### src/rtl/seq_det_pkg.sv
// Shared definitions for the programmable sequence detector.
//   state_t     : detector FSM encoding (2'd3 is unused and decodes as IDLE)
//   calc_len_w  : width needed to hold a pattern length of 0..max_len
package seq_det_pkg;

  typedef enum logic [1:0] {
    ST_IDLE  = 2'd0,  // no bits collected since the last restart
    ST_FILL  = 2'd1,  // some, but fewer than len, bits collected
    ST_ARMED = 2'd2   // a full window is present; every sample is a candidate match
  } state_t;

  function automatic int calc_len_w(input int max_len);
    return $clog2(max_len + 1);
  endfunction

endpackage

### src/rtl/sat_counter.sv
// Saturating event counter with a sticky saturation flag.
//   clk   : clock, rising edge
//   rst   : asynchronous active-high reset
//   inc   : count one event this cycle
//   clr   : synchronous clear of count and sat (wins over inc)
//   count : current count, holds at all-ones
//   sat   : set when count reaches all-ones, held until clr or rst
module sat_counter #(
  parameter int CNT_W = 16
) (
  input  logic             clk,
  input  logic             rst,
  input  logic             inc,
  input  logic             clr,
  output logic [CNT_W-1:0] count,
  output logic             sat
);

  logic [CNT_W-1:0] count_inc;
  logic             at_max;

  assign count_inc = count + CNT_W'(1);
  assign at_max    = &count;

  always_ff @(posedge clk or posedge rst) begin
    if (rst) begin
      count <= '0;
      sat   <= 1'b0;
    end else if (clr) begin
      count <= '0;
      sat   <= 1'b0;
    end else if (inc && !at_max) begin
      count <= count_inc;
      // The increment that lands on all-ones is the one that saturates.
      if (&count_inc) begin
        sat <= 1'b1;
      end
    end
  end

endmodule

### src/rtl/seq_detector_prog.sv
// Runtime-programmable serial bit-pattern detector.
// Shifts in one bit per enabled cycle and flags when the last len bits equal
// the programmed pattern (pattern bit [len-1] is the oldest bit).
//
// Handshake note: there is no backpressure. A sample is taken on every
// rising edge where en=1; a legal cfg_load in the same cycle takes priority
// and the sample is dropped. Outputs are registered and valid every cycle.
//
// Ports:
//   clk, rst     : clock (rising edge), asynchronous active-high reset
//   en, in       : sample strobe and serial data bit
//   cfg_load     : load cfg_pattern / cfg_len / cfg_overlap this cycle
//   cfg_pattern  : pattern, bit [len-1] first received
//   cfg_len      : pattern length, legal 1..MAX_LEN
//   cfg_overlap  : 1 = bits of a match may start the next one
//   clr_cnt      : synchronous clear of match_cnt and cnt_sat
//   out          : one-cycle registered match pulse
//   match_cnt    : saturating match count
//   cnt_sat      : sticky, match_cnt reached all-ones
//   cfg_err      : one-cycle pulse, cfg_load carried an illegal length
//   state_o      : FSM state for debug
module seq_detector_prog
  import seq_det_pkg::*;
#(
  parameter int                 MAX_LEN     = 8,
  parameter int                 CNT_W       = 16,
  parameter logic [MAX_LEN-1:0] RST_PATTERN = 8'b0000_1101,
  parameter int                 RST_LEN     = 4,
  parameter bit                 RST_OVERLAP = 1'b1,
  localparam int                LEN_W       = calc_len_w(MAX_LEN)
) (
  input  logic               clk,
  input  logic               rst,
  input  logic               en,
  input  logic               in,
  input  logic               cfg_load,
  input  logic [MAX_LEN-1:0] cfg_pattern,
  input  logic [LEN_W-1:0]   cfg_len,
  input  logic               cfg_overlap,
  input  logic               clr_cnt,
  output logic               out,
  output logic [CNT_W-1:0]   match_cnt,
  output logic               cnt_sat,
  output logic               cfg_err,
  output logic [1:0]         state_o
);

  // Configuration registers
  logic [MAX_LEN-1:0] pat_q, pat_n;
  logic [LEN_W-1:0]   len_q, len_n;
  logic               ovl_q, ovl_n;

  // History window and number of valid bits in it (capped at len)
  logic [MAX_LEN-1:0] hist_q, hist_n;
  logic [LEN_W-1:0]   fill_q, fill_n;

  state_t             state_q, state_n;

  logic               out_n;
  logic               cfg_err_n;

  // Combinational helpers
  logic [MAX_LEN-1:0] mask;
  logic [MAX_LEN-1:0] hist_shift;
  logic [LEN_W-1:0]   fill_inc;
  logic               cfg_len_ok;
  logic               window_full;
  logic               hit;
  logic               restart;

  assign cfg_len_ok = (cfg_len != '0) && (cfg_len <= LEN_W'(MAX_LEN));

  // Only the low len bits of the window take part in the compare.
  always_comb begin
    mask = '0;
    for (int i = 0; i < MAX_LEN; i++) begin
      mask[i] = (i < int'(len_q));
    end
  end

  assign hist_shift  = {hist_q[MAX_LEN-2:0], in};
  assign fill_inc    = (fill_q >= len_q) ? len_q : fill_q + LEN_W'(1);
  assign window_full = (fill_inc == len_q);
  assign hit         = window_full && (((hist_shift ^ pat_q) & mask) == '0);
  // A non-overlapping match consumes its bits: the next match starts fresh.
  assign restart     = hit && !ovl_q;

  always_comb begin
    pat_n     = pat_q;
    len_n     = len_q;
    ovl_n     = ovl_q;
    hist_n    = hist_q;
    fill_n    = fill_q;
    state_n   = state_q;
    out_n     = 1'b0;
    cfg_err_n = cfg_load && !cfg_len_ok;

    if (cfg_load && cfg_len_ok) begin
      // New configuration: discard any partial window and this cycle's sample.
      pat_n   = cfg_pattern;
      len_n   = cfg_len;
      ovl_n   = cfg_overlap;
      hist_n  = '0;
      fill_n  = '0;
      state_n = ST_IDLE;
    end else if (en) begin
      out_n = hit;
      if (restart) begin
        hist_n = '0;
        fill_n = '0;
      end else begin
        hist_n = hist_shift;
        fill_n = fill_inc;
      end

      case (state_q)
        ST_ARMED: state_n = restart ? ST_IDLE : ST_ARMED;
        // IDLE, FILL and the unused encoding all advance the same way;
        // with len=1 the first sample goes straight to ARMED.
        default: begin
          if (window_full) begin
            state_n = restart ? ST_IDLE : ST_ARMED;
          end else begin
            state_n = ST_FILL;
          end
        end
      endcase
    end
  end

  always_ff @(posedge clk or posedge rst) begin
    if (rst) begin
      pat_q   <= RST_PATTERN;
      len_q   <= LEN_W'(RST_LEN);
      ovl_q   <= RST_OVERLAP;
      hist_q  <= '0;
      fill_q  <= '0;
      state_q <= ST_IDLE;
      out     <= 1'b0;
      cfg_err <= 1'b0;
    end else begin
      pat_q   <= pat_n;
      len_q   <= len_n;
      ovl_q   <= ovl_n;
      hist_q  <= hist_n;
      fill_q  <= fill_n;
      state_q <= state_n;
      out     <= out_n;
      cfg_err <= cfg_err_n;
    end
  end

  assign state_o = state_q;

  // The count advances on the same edge that raises out.
  sat_counter #(
    .CNT_W (CNT_W)
  ) u_cnt (
    .clk   (clk),
    .rst   (rst),
    .inc   (out_n),
    .clr   (clr_cnt),
    .count (match_cnt),
    .sat   (cnt_sat)
  );

endmodule

### config.mk
export PLATFORM = sky130hd
export DESIGN_NAME = seq_detector_prog
export DESIGN_NICKNAME = d
export VERILOG_FILES = /design/src/rtl/seq_det_pkg.sv /design/src/rtl/sat_counter.sv /design/src/rtl/seq_detector_prog.sv
export SDC_FILE = /design/constraint.sdc
export NUM_CORES = 1
export LEC_CHECK = 0
export ABC_CLOCK_PERIOD_IN_PS = 2800
export BUFFER_PORTS_ARGS = -buffer_cell sky130_fd_sc_hd__buf_2
export CELL_PAD_IN_SITES_DETAIL_PLACEMENT = 0
export CELL_PAD_IN_SITES_GLOBAL_PLACEMENT = 1
export CORE_ASPECT_RATIO = 0.9
export CORE_MARGIN = 5
export CORE_UTILIZATION = 35
export CTS_CLUSTER_DIAMETER = 30
export DETAILED_ROUTE_END_ITERATION = 12
export GPL_ROUTABILITY_DRIVEN = 0
export GPL_TIMING_DRIVEN = 0
export PLACE_DENSITY_LB_ADDON = 0.08
export SYNTH_ARGS = -nofsm -noshare
export SYNTH_HDL_FRONTEND = slang
export SYNTH_SLANG_ARGS = --single-unit
### constraint.sdc
create_clock -name clk -period 2.8 [get_ports clk]
set_clock_uncertainty 0.15 [all_clocks]
set_input_delay 0.56 -clock clk [delete_from_list [all_inputs] [get_ports clk]]
set_output_delay 0.56 -clock clk [all_outputs]
set_load 0.005 [all_outputs]
## After elaboration in Yosys (flattened, before gate mapping)

Cells that the tools add are included.

- Input bits: 19
- Bits in registers: 45
- ROM bits: 0
- Word-level logic and storage cells: 62
- Memories kept: 0
- Output and inout bits: 21
- Bits in writable memories: 0
- Bits in latches: 0

- Order comparisons: 10
- Add/sub/neg operators: 2
- Multiplexer cells: 19
- Shift operators: 0
- Eq/ne operators: 2
- Bitwise operators: 2
- Reduce and logical (&&, ||, !) cells: 17
- Multipliers: 0
- Div/mod/pow operators: 0

Operators by type and width:

| operator | number |
|---|---|
| 16-bit 2-to-1 mux | 2 |
| 16-bit AND reduction | 2 |
| 7-bit 2-to-1 mux | 3 |
| 16-bit by 1-bit adder with 16-bit output, second input constant | 1 |
| 3-bit by 4-bit < comparator with 1-bit output, first input constant | 4 |
| 4-bit 2-to-1 mux | 4 |
| 2-bit 2-to-1 mux | 5 |
| 8-bit bitwise AND | 1 |
| 8-bit logical NOT | 1 |
| 1-bit by 4-bit < comparator with 1-bit output, first input constant | 2 |
| 2-bit by 4-bit < comparator with 1-bit output, first input constant | 2 |
| 8-bit bitwise XOR | 1 |
| 1-bit logical AND | 6 |
| 2-bit nonzero test | 3 |
| 1-bit 2-to-1 mux | 5 |
| 4-bit by 1-bit adder with 4-bit output, second input constant | 1 |
| 4-bit == test | 1 |
| 4-bit greater-or-equal comparator | 1 |
| 4-bit less-or-equal comparator, second input constant | 1 |
| 4-bit nonzero test | 1 |
| 1-bit logical NOT | 3 |
| 2-bit == test, second input constant | 1 |
| 2-bit AND reduction | 1 |

## Depth between registers and ports, before layout

Gate-level depths: netlist of the first run.

- Word-level depth: 10
- Mapped depth: 10
- Mapped depth without buffers: 8

## Modules after synthesis

Synthesis of the first run repeated with hierarchy kept, for this count alone.

- Cell total of the unflattened synthesis: 254
- Area, all modules: 2667.6 um2

Modules (own cells, without submodules):

| module | cells each | sequential area each (um2) | area an instance (um2) | instances |
|---|---|---|---|---|
| seq_detector_prog | 133 | 706.9 | 1534.0 | 1 |
| sat_counter | 121 | 425.4 | 1133.6 | 1 |

## Worst setup path before layout of the first run

No wires, ideal clock.

- Path type: in2reg
- Start point: input cfg_len[3]
- End point: register u_cnt.count[5]
- Stages on the path: 6
- Buffers on the path: 0
- Slack: 0.313 ns
- Arrival: 2.212 ns
- Setup time: 0.125 ns
- Required time: 2.525 ns
- Cell sequence: or4_4 > nand3_2 > nand2_1 > or4_1 > nor2_1 > mux2_2

- Longest elaborated chain between the ends: 6
- Elaborated cells between the ends (all ways): 7
- Classes of those cells: 1 x order compare; 1 x mux; 5 x reduce/logical

RTL lines:

| what | line | RTL |
|---|---|---|
| start, declared | seq_detector_prog.sv:38 | `input logic [LEN_W-1:0] cfg_len,` |
| 4-bit less-or-equal comparator or 4-bit nonzero test (tied branches) | seq_detector_prog.sv:71 | `assign cfg_len_ok = (cfg_len != '0) && (cfg_len <= LEN_W'(MAX_LEN));` |
| 1-bit logical AND * | seq_detector_prog.sv:71 |  |
| 1-bit logical AND * | seq_detector_prog.sv:98 | `if (cfg_load && cfg_len_ok) begin` |
| 1-bit 2-to-1 mux * | seq_detector_prog.sv:98 |  |
| 1-bit logical AND * | sat_counter.sv:32 | `end else if (inc && !at_max) begin` |
| 2-bit nonzero test (no source line) * | -- |  |
| end signal, assigned | sat_counter.sv:33 | `count <= count_inc;` |
| end, declared | sat_counter.sv:15 | `output logic [CNT_W-1:0] count,` |

Every way passes the cells marked *; elsewhere a longest branch is shown, timed or not.
A chain may end at the register's enable or synchronous reset.

## Worst setup path after layout of the first run

- Start point: register len_q[2]
- End point: register u_cnt.count[11]

- Longest elaborated chain between the ends: 8
- Elaborated cells between the ends (all ways): 18
- Classes of those cells: 9 x order compare; 1 x eq/ne; 3 x mux; 1 x bitwise; 4 x reduce/logical

RTL lines:

| what | line | RTL |
|---|---|---|
| start, declared | seq_detector_prog.sv:50 | `logic [LEN_W-1:0] len_q, len_n;` |
| start signal, assigned | seq_detector_prog.sv:134 | `len_q <= LEN_W'(RST_LEN);` |
| start signal, assigned | seq_detector_prog.sv:143 | `len_q <= len_n;` |
| 4-bit greater-or-equal comparator, or another cell as far along | seq_detector_prog.sv:82 | `assign fill_inc = (fill_q >= len_q) ? len_q : fill_q + LEN_W'(1);` |
| 4-bit 2-to-1 mux or 8-bit bitwise AND (tied branches) | seq_detector_prog.sv:82, seq_detector_prog.sv:84 |  |
| 4-bit == test or 8-bit logical NOT (tied branches) | seq_detector_prog.sv:83, seq_detector_prog.sv:84 |  |
| 1-bit logical AND * | seq_detector_prog.sv:84 | `assign hit = window_full && (((hist_shift ^ pat_q) & mask) == '0);` |
| 1-bit 2-to-1 mux * | seq_detector_prog.sv:106 | `end else if (en) begin` |
| 1-bit 2-to-1 mux * | seq_detector_prog.sv:98 |  |
| 1-bit logical AND * | sat_counter.sv:32 |  |
| 2-bit nonzero test (no source line) * | -- |  |

Marks and branches as above.

==> impl_metrics.json, run 1 <==
{
  "fin_crit_sh_pct": 94.4,
  "ir_drop_v": 0.000240,
  "die_height_um": 93.4,
  "grt_pass1_wl_um": 12200,
  "drtPass1Iterations": 4,
  "core_area_um2": 7540,
  "syn-num-nets": 306,
  "cts_tree": "built",
  "drc": 0,
  "rsz0062_at_grt": "no",
  "diodes": 0,
  "ys_async_sr_fraction_pct": 100,
  "final_cell_count_no_fill": 423,
  "regArea_um2": 1130,
  "setup_tns_ps": 0,
  "ant_nets": 0,
  "wire_per_inst_um": 17.2,
  "ys_seq_area_share_pct": 41.8,
  "path_class": "reg -> reg",
  "dp_hpwl_um": 5220,
  "ios": 40,
  "antenna_found_initial": 0,
  "grt_overflow_total": 0,
  "ys_top_cells_by_area": "dfrtp_1 (37%), mux2_2 (8.7%), dfstp_2 (4.9%)",
  "cts_buffers": 5,
  "max_cap_viol_count": 0,
  "fill_cells": 756,
  "clock_latency_ps": 300,
  "netlist_instances": 280,
  "synth_edf_count": 0,
  "vias_per_cell": 5.38,
  "first_global_vias": 2343,
  "leakage_nw": 1.33,
  "avgSynthCellArea_um2": 9.67,
  "max_slew_margin_pct": 55.0,
  "io_buffers": 39,
  "pre_cts_ws_ps": -91.3,
  "multiInputGateArea_um2": 1510,
  "chipWidth_um": 103,
  "h-tree-depth": 2,
  "synth_flop_cell": "dfrtp_1",
  "hold_viol": 0,
  "critPathArrivalTime_ps": 2690,
  "post_synth_num_cell_types": 51,
  "crit_path_end_kind": "flip-flop",
  "die_area_um2": 9600,
  "routed_wl_um": 7270,
  "post-route-util_pct": 42.3,
  "yosysTopAreaCell": "dfrtp_1",
  "cts_post_setup_buffers_inserted": 0,
  "row_count": 30,
  "yosys_warnings": 0,
  "total_power_mw": 1.90,
  "layout-drive-gt1-share_pct": 28.1,
  "worstPathRequired_ps": 2850,
  "vias": 2277,
  "status": "finished clean",
  "drt_iter0_drc": 135,
  "syn_area_um2": 2710,
  "synthToLayoutAreaGrowth_pct": 17.8,
  "finalCriticalPeriod_ps": 2640,
  "setup_viol": 0,
  "path_clk_slew_ps": 90,
  "tightest_slew_ps": 675,
  "grt_util_all_layers_pct": 16.1,
  "root_buffer": "clkbuf_8",
  "clock_sinks": 45,
  "fin_nets": 352,
  "synth-seq-cells": 45,
  "placed_cells": 416,
  "grt_max_degree": 36,
  "finalMaxSlewViolations": 0,
  "cts_hold_buf": 0,
  "clock.fmax_mhz": 378,
  "synth_top_area_share_pct": 37.0,
  "clock_path_buffers": 2,
  "startpoint_type": "flip-flop",
  "path_max_fanout": 10,
  "hold_class": "in -> async",
  "layout_setup_ws_ps": 156,
  "initial_core_util_pct": 35.9,
  "powerDensity_nw_per_um2": 595
}
-- worst paths after layout --
path / from / slack [ps] / cells past startpoint / endpoint
setup / recovery: len_q[2]$_DFFE_PP1P_ / 160 / 9 / u_cnt.count[11]$_DFFE_PP0P_
hold / removal: rst / 30 / 2 / u_cnt.count[9]$_DFFE_PP0P_
setup reg to reg: len_q[2]$_DFFE_PP1P_ / 160 / 9 / u_cnt.count[11]$_DFFE_PP0P_
hold reg to reg: hist_q[6]$_DFFE_PP0P_ / 390 / 1 / hist_q[6]$_DFFE_PP0P_
max in group asynchronous: rst / 1920 / 3 / pat_q[2]$_DFFE_PP1P_
min in group clk: cfg_pattern[5] / 330 / 2 / pat_q[5]$_DFFE_PP0P_
-- layout by cell type (no fill, tap or decap), types with 3 or more instances in the layout --
cell type	synthesis	final
a21oi_1	19	19
a22o_1	7	7
and2_1	3	3
and4_1	4	4
buf_2	4	42
clkbuf_1	9	6
clkbuf_8	0	6
dfrtp_1	40	40
dfstp_2	5	5
ha_1	7	7
inv_1	9	8
mux2_2	21	21
nand2_1	18	18
nand3_1	9	9
nand4_1	4	4
nand4b_1	3	3
nor2_1	15	15
nor2b_1	9	9
nor3_1	9	9
nor4_1	5	4
o21ai_0	12	11
o22ai_1	3	3
o31ai_1	7	5
or3_1	3	3
or4_1	7	7
xnor2_1	13	13
-- critical path, cell delays in order, from the launching register on --
cell and delay [ps]:
dfstp_2 520, buf_2 200, inv_1 90, ha_1 280, nand2_1 50, o21ai_1 170, o211ai_1 150, clkbuf_4 230
nor4_1 330, mux2_2 370
-- state kept, by name, indices dropped and copies added, names as in the netlist --
| signal | count |
|---|---|
| out | 1 |
| cfg_err | 1 |
| fill_q | 4 |
| ovl_q | 1 |
| u_cnt.count | 16 |
| u_cnt.sat | 1 |
| len_q | 4 |
| hist_q | 7 |
| state_o | 2 |
| pat_q | 8 |
-- synth_stat cells (4+ instances only) --
cell type / count
xnor2_1: 13
ha_1: 7
o31ai_1: 7
nor3_1: 9
or4_1: 7
dfrtp_1: 40
inv_1: 9
a22o_1: 7
dfstp_2: 5
mux2_2: 21
nor2_1: 15
nand3_1: 9
a21oi_1: 19
nand2_1: 18
nor2b_1: 9
o21ai_0: 12
buf_2: 4
and4_1: 4
nand4_1: 4
nor4_1: 5
clkbuf_1: 9
-- repair_timing --
action	CTS	global route
pin swaps	0	2
gates resized for setup	2	8
setup endpoints to repair	16	29
-- report_power, final --
part           internal [mW]  total, mW  switching, mW
clock network          0.291      0.538          0.248
registers              0.732      0.817         0.0849
logic                  0.241      0.542          0.300
total                   1.26       1.90          0.633
-- final cells by class --
type	count	area share, %
well taps	96	3.77
clock buffers	6	2.59
multi-input cells	212	47.2
inverters	9	1.06
plain buffers	13	1.92
clock inverters	2	1.18
repair buffers	40	6.75
flip-flops and latches	45	35.5
-- routing by layer --
metal | global-route usage (%) | vias up | part of all wire [%]
met5 | 0 | - | 0
met4 | 3.28 | 0 | 0.61
met3 | 2.61 | 5 | 3.9
met2 | 23.9 | 38 | 42
met1 | 24.6 | 1109 | 54
li1 | - | 1125 | -
-- logic make-up after synthesis --
family	after synthesis	share of synthesized area, %
flip-flops	45	41.8
adder cells (fa/ha/maj)	7	3.23
XOR/XNOR	15	4.85
AND/OR/NAND/NOR	104	22.2
multiplexers	22	9.10
AO/OA/AOI/OAI	64	15.4
buffers and inverters	23	3.37
-- stage by stage --
step / area [um^2] / hold slack, ps
after CTS: 3170 / 33.4
after floorplan: 2710 / 345
after detailed placement: 3040 / 371
final: 3190 / 34.2
after global routing: 3190 / 52.8
after global placement: 3020 / 353
Power figures use the tool's default switching activity.
==> run 2, diff against run 1 <==
--- a/config.mk
+++ b/config.mk
@@ -5,7 +5,7 @@
 export SDC_FILE = /design/constraint.sdc
 export NUM_CORES = 1
 export LEC_CHECK = 0
-export ABC_CLOCK_PERIOD_IN_PS = 2800
+export ABC_CLOCK_PERIOD_IN_PS = 2300
 export BUFFER_PORTS_ARGS = -buffer_cell sky130_fd_sc_hd__buf_2
 export CELL_PAD_IN_SITES_DETAIL_PLACEMENT = 0
 export CELL_PAD_IN_SITES_GLOBAL_PLACEMENT = 1
==> constraint.sdc (replaced) <==
create_clock -name clk -period 2.3 [get_ports clk]
set_clock_uncertainty 0.15 [all_clocks]
set_input_delay 0.46 -clock clk [delete_from_list [all_inputs] [get_ports clk]]
set_output_delay 0.46 -clock clk [all_outputs]
set_load 0.005 [all_outputs]
==> impl_metrics.json, run 2 (synthesis results as in run 1) <==
{
  "die_area_um2": 9600,
  "path_class": "reg -> reg",
  "powerDensity_nw_per_um2": 682,
  "diodes": 0,
  "layout-drive-gt1-share_pct": 46.0,
  "rsz0062_at_grt": "yes",
  "whs_path_depth": 2,
  "vias": 2400,
  "timing.hold.ws_ps": 232,
  "grt_overflow_total": 0,
  "hold_class": "in -> reg",
  "core_area_um2": 7540,
  "cts_buffers": 5,
  "power_frac_seq_pct": 40.6,
  "power_frac_comb_pct": 38.0,
  "design_area_um2": 3650,
  "largest_reg_flops": 16,
  "finalCriticalPeriod_ps": 2470,
  "ant_nets": 0,
  "p_sw_share_pct": 35.1,
  "path_max_fanout": 7,
  "worstPathRequired_ps": 2340,
  "grt_max_degree": 38,
  "root_buffer": "clkbuf_8",
  "drtPass1Iterations": 4,
  "dp_hpwl_um": 5330,
  "clock.fmax_mhz": 405,
  "cpMaxStageDelayCell": "or4_1",
  "row_count": 30,
  "antenna_found_initial": 0,
  "die_height_um": 93.4,
  "pre_cts_ws_ps": -502,
  "wire_per_inst_um": 17.2,
  "pwr-share-clk_pct": 21.4,
  "ios": 40,
  "ir_drop_v": 0.000343,
  "cts_tree": "built",
  "leakage_nw": 1.48,
  "largestRegisters": "u_cnt.count x16, pat_q x8, hist_q x7",
  "path_clk_slew_ps": 90,
  "fin_nets": 375,
  "startpoint_type": "flip-flop",
  "tightest_slew_ps": 677,
  "clock_latency_ps": 300,
  "clock_sinks": 45,
  "grt_util_all_layers_pct": 16.9,
  "layout_commonest_cell": "buf_2",
  "h-tree-depth": 2,
  "violations": "negative setup slack",
  "dpl-instance-area_um2": 3090,
  "final_cell_count_no_fill": 446,
  "synthToLayoutAreaGrowth_pct": 34.8,
  "chipWidth_um": 103,
  "setup_viol": 17,
  "max_cap_viol_count": 0,
  "first_global_vias": 2315,
  "critPathMaxStageDelay_ps": 500,
  "hold_viol": 0,
  "p_switching_mw": 0.872,
  "clock_path_buffers": 2,
  "vias_per_cell": 5.38,
  "status": "finished with violations",
  "drt_iter0_drc": 119,
  "initial_core_util_pct": 35.9,
  "layout_setup_ws_ps": -168,
  "routed_wl_um": 7690,
  "critPathArrivalTime_ps": 2510,
  "crit_path_end_kind": "flip-flop",
  "r2r_cells": 6,
  "max_slew_margin_pct": 54.9,
  "placed_cells": 416,
  "largest_register": "u_cnt.count",
  "fin_crit_sh_pct": 107,
  "finalMaxSlewViolations": 0,
  "setup_tns_ps": -1170,
  "io_buffers": 39,
  "path_cells": "and4_1, and2_1, and4_4, or4_1, nor2_1, mux2_4",
  "layout_common_cells": "buf_2 (40), dfrtp_1 (29), buf_4 (22), nand2_1 (17), mux2_2 (17)",
  "drc": 0,
  "p_int_mw": 1.61,
  "grt_pass1_wl_um": 12600
}
run 2: cell count changes in the layout (fill, tap and decap cells not counted), moves of 4 or more:
| cell | previous run | this run |
|---|---|---|
| a21oi_2 | 0 | 5 |
| buf_4 | 0 | 22 |
| dfrtp_2 | 0 | 11 |
| o21ai_0 | 11 | 6 |
| ha_1 | 7 | 2 |
| mux2_4 | 0 | 4 |
| mux2_2 | 21 | 17 |
| ha_4 | 0 | 4 |
| a21oi_1 | 19 | 14 |
| dfrtp_1 | 40 | 29 |
run 2: power by group through the flow:
stage / clock (mW) / combinational (mW) / sequential (mW)
6_report: 0.533 / 0.944 / 1.01
5_1_grt: 0.590 / 1.04 / 1.03
4_1_cts: 0.557 / 0.874 / 1.01
3_5_place_dp: 0 / 0.676 / 1.01
3_3_place_gp: 0 / 0.666 / 1.01
2_1_floorplan: 0 / 0.501 / 0.979
run 2: worst paths after layout:
check	startpoint	end	slack, ps
setup / recovery	u_cnt.count[2]$_DFFE_PP0P_	u_cnt.count[5]$_DFFE_PP0P_	-170
hold / removal	cfg_pattern[4]	pat_q[4]$_DFFE_PP0P_	230
setup reg to reg	u_cnt.count[2]$_DFFE_PP0P_	u_cnt.count[5]$_DFFE_PP0P_	-170
hold reg to reg	u_cnt.sat$_DFFE_PP0P_	u_cnt.sat$_DFFE_PP0P_	380
max in group asynchronous	rst	len_q[2]$_DFFE_PP1P_	1000
min in group asynchronous	rst	u_cnt.count[10]$_DFFE_PP0P_	460
run 2: through the flow:
stage | total power [mW] | utilization [%]
after global placement | 1.67 | 40.7
after CTS | 2.44 | 45.8
final | 2.49 | 48.4
after global routing | 2.66 | 48.4
after floorplan | 1.48 | -
after detailed placement | 1.68 | 40.9
run 2: repair_timing:
| item | 4_1_cts | 5_1_grt |
|---|---|---|
| gates resized for setup | 46 | 28 |
| hold buffers | 1 | 0 |
| hold endpoints to repair | 8 | 0 |
| pin swaps | 19 | 10 |
| cloned | 2 | 0 |
| endpoints found under the setup margin | 30 | 30 |
| setup buffers | 11 | 10 |
run 2: final cells by class:
| cell class | count | area (um^2) |
|---|---|---|
| timing repair buffer | 64 | 417 |
| buffer | 12 | 86.3 |
| multi-input combinational | 212 | 1750 |
| sequential | 45 | 1150 |
| tap | 96 | 120 |
| clock inverter | 2 | 13.8 |
| fill | 711 | 3900 |
| inverter | 9 | 36.3 |
| clock buffer | 6 | 82.6 |
run 2: layer usage:
layer  routed length (um)  vias up  part of all wire, %  track usage [%]
met5                    0        -                    0                0
met4                   53        0                 0.69             3.61
met3                  187        5                  2.4             2.46
met2                 3300       32                   43             23.9
met1                 4140     1184                   54             26.7
li1                     -     1179                    -                -
run 2: worst max-delay path, delay by kind of cell, from the launching register on:
family	cells	cell delay, ps
flops	1	460
mux	1	310
simple gates	5	1440
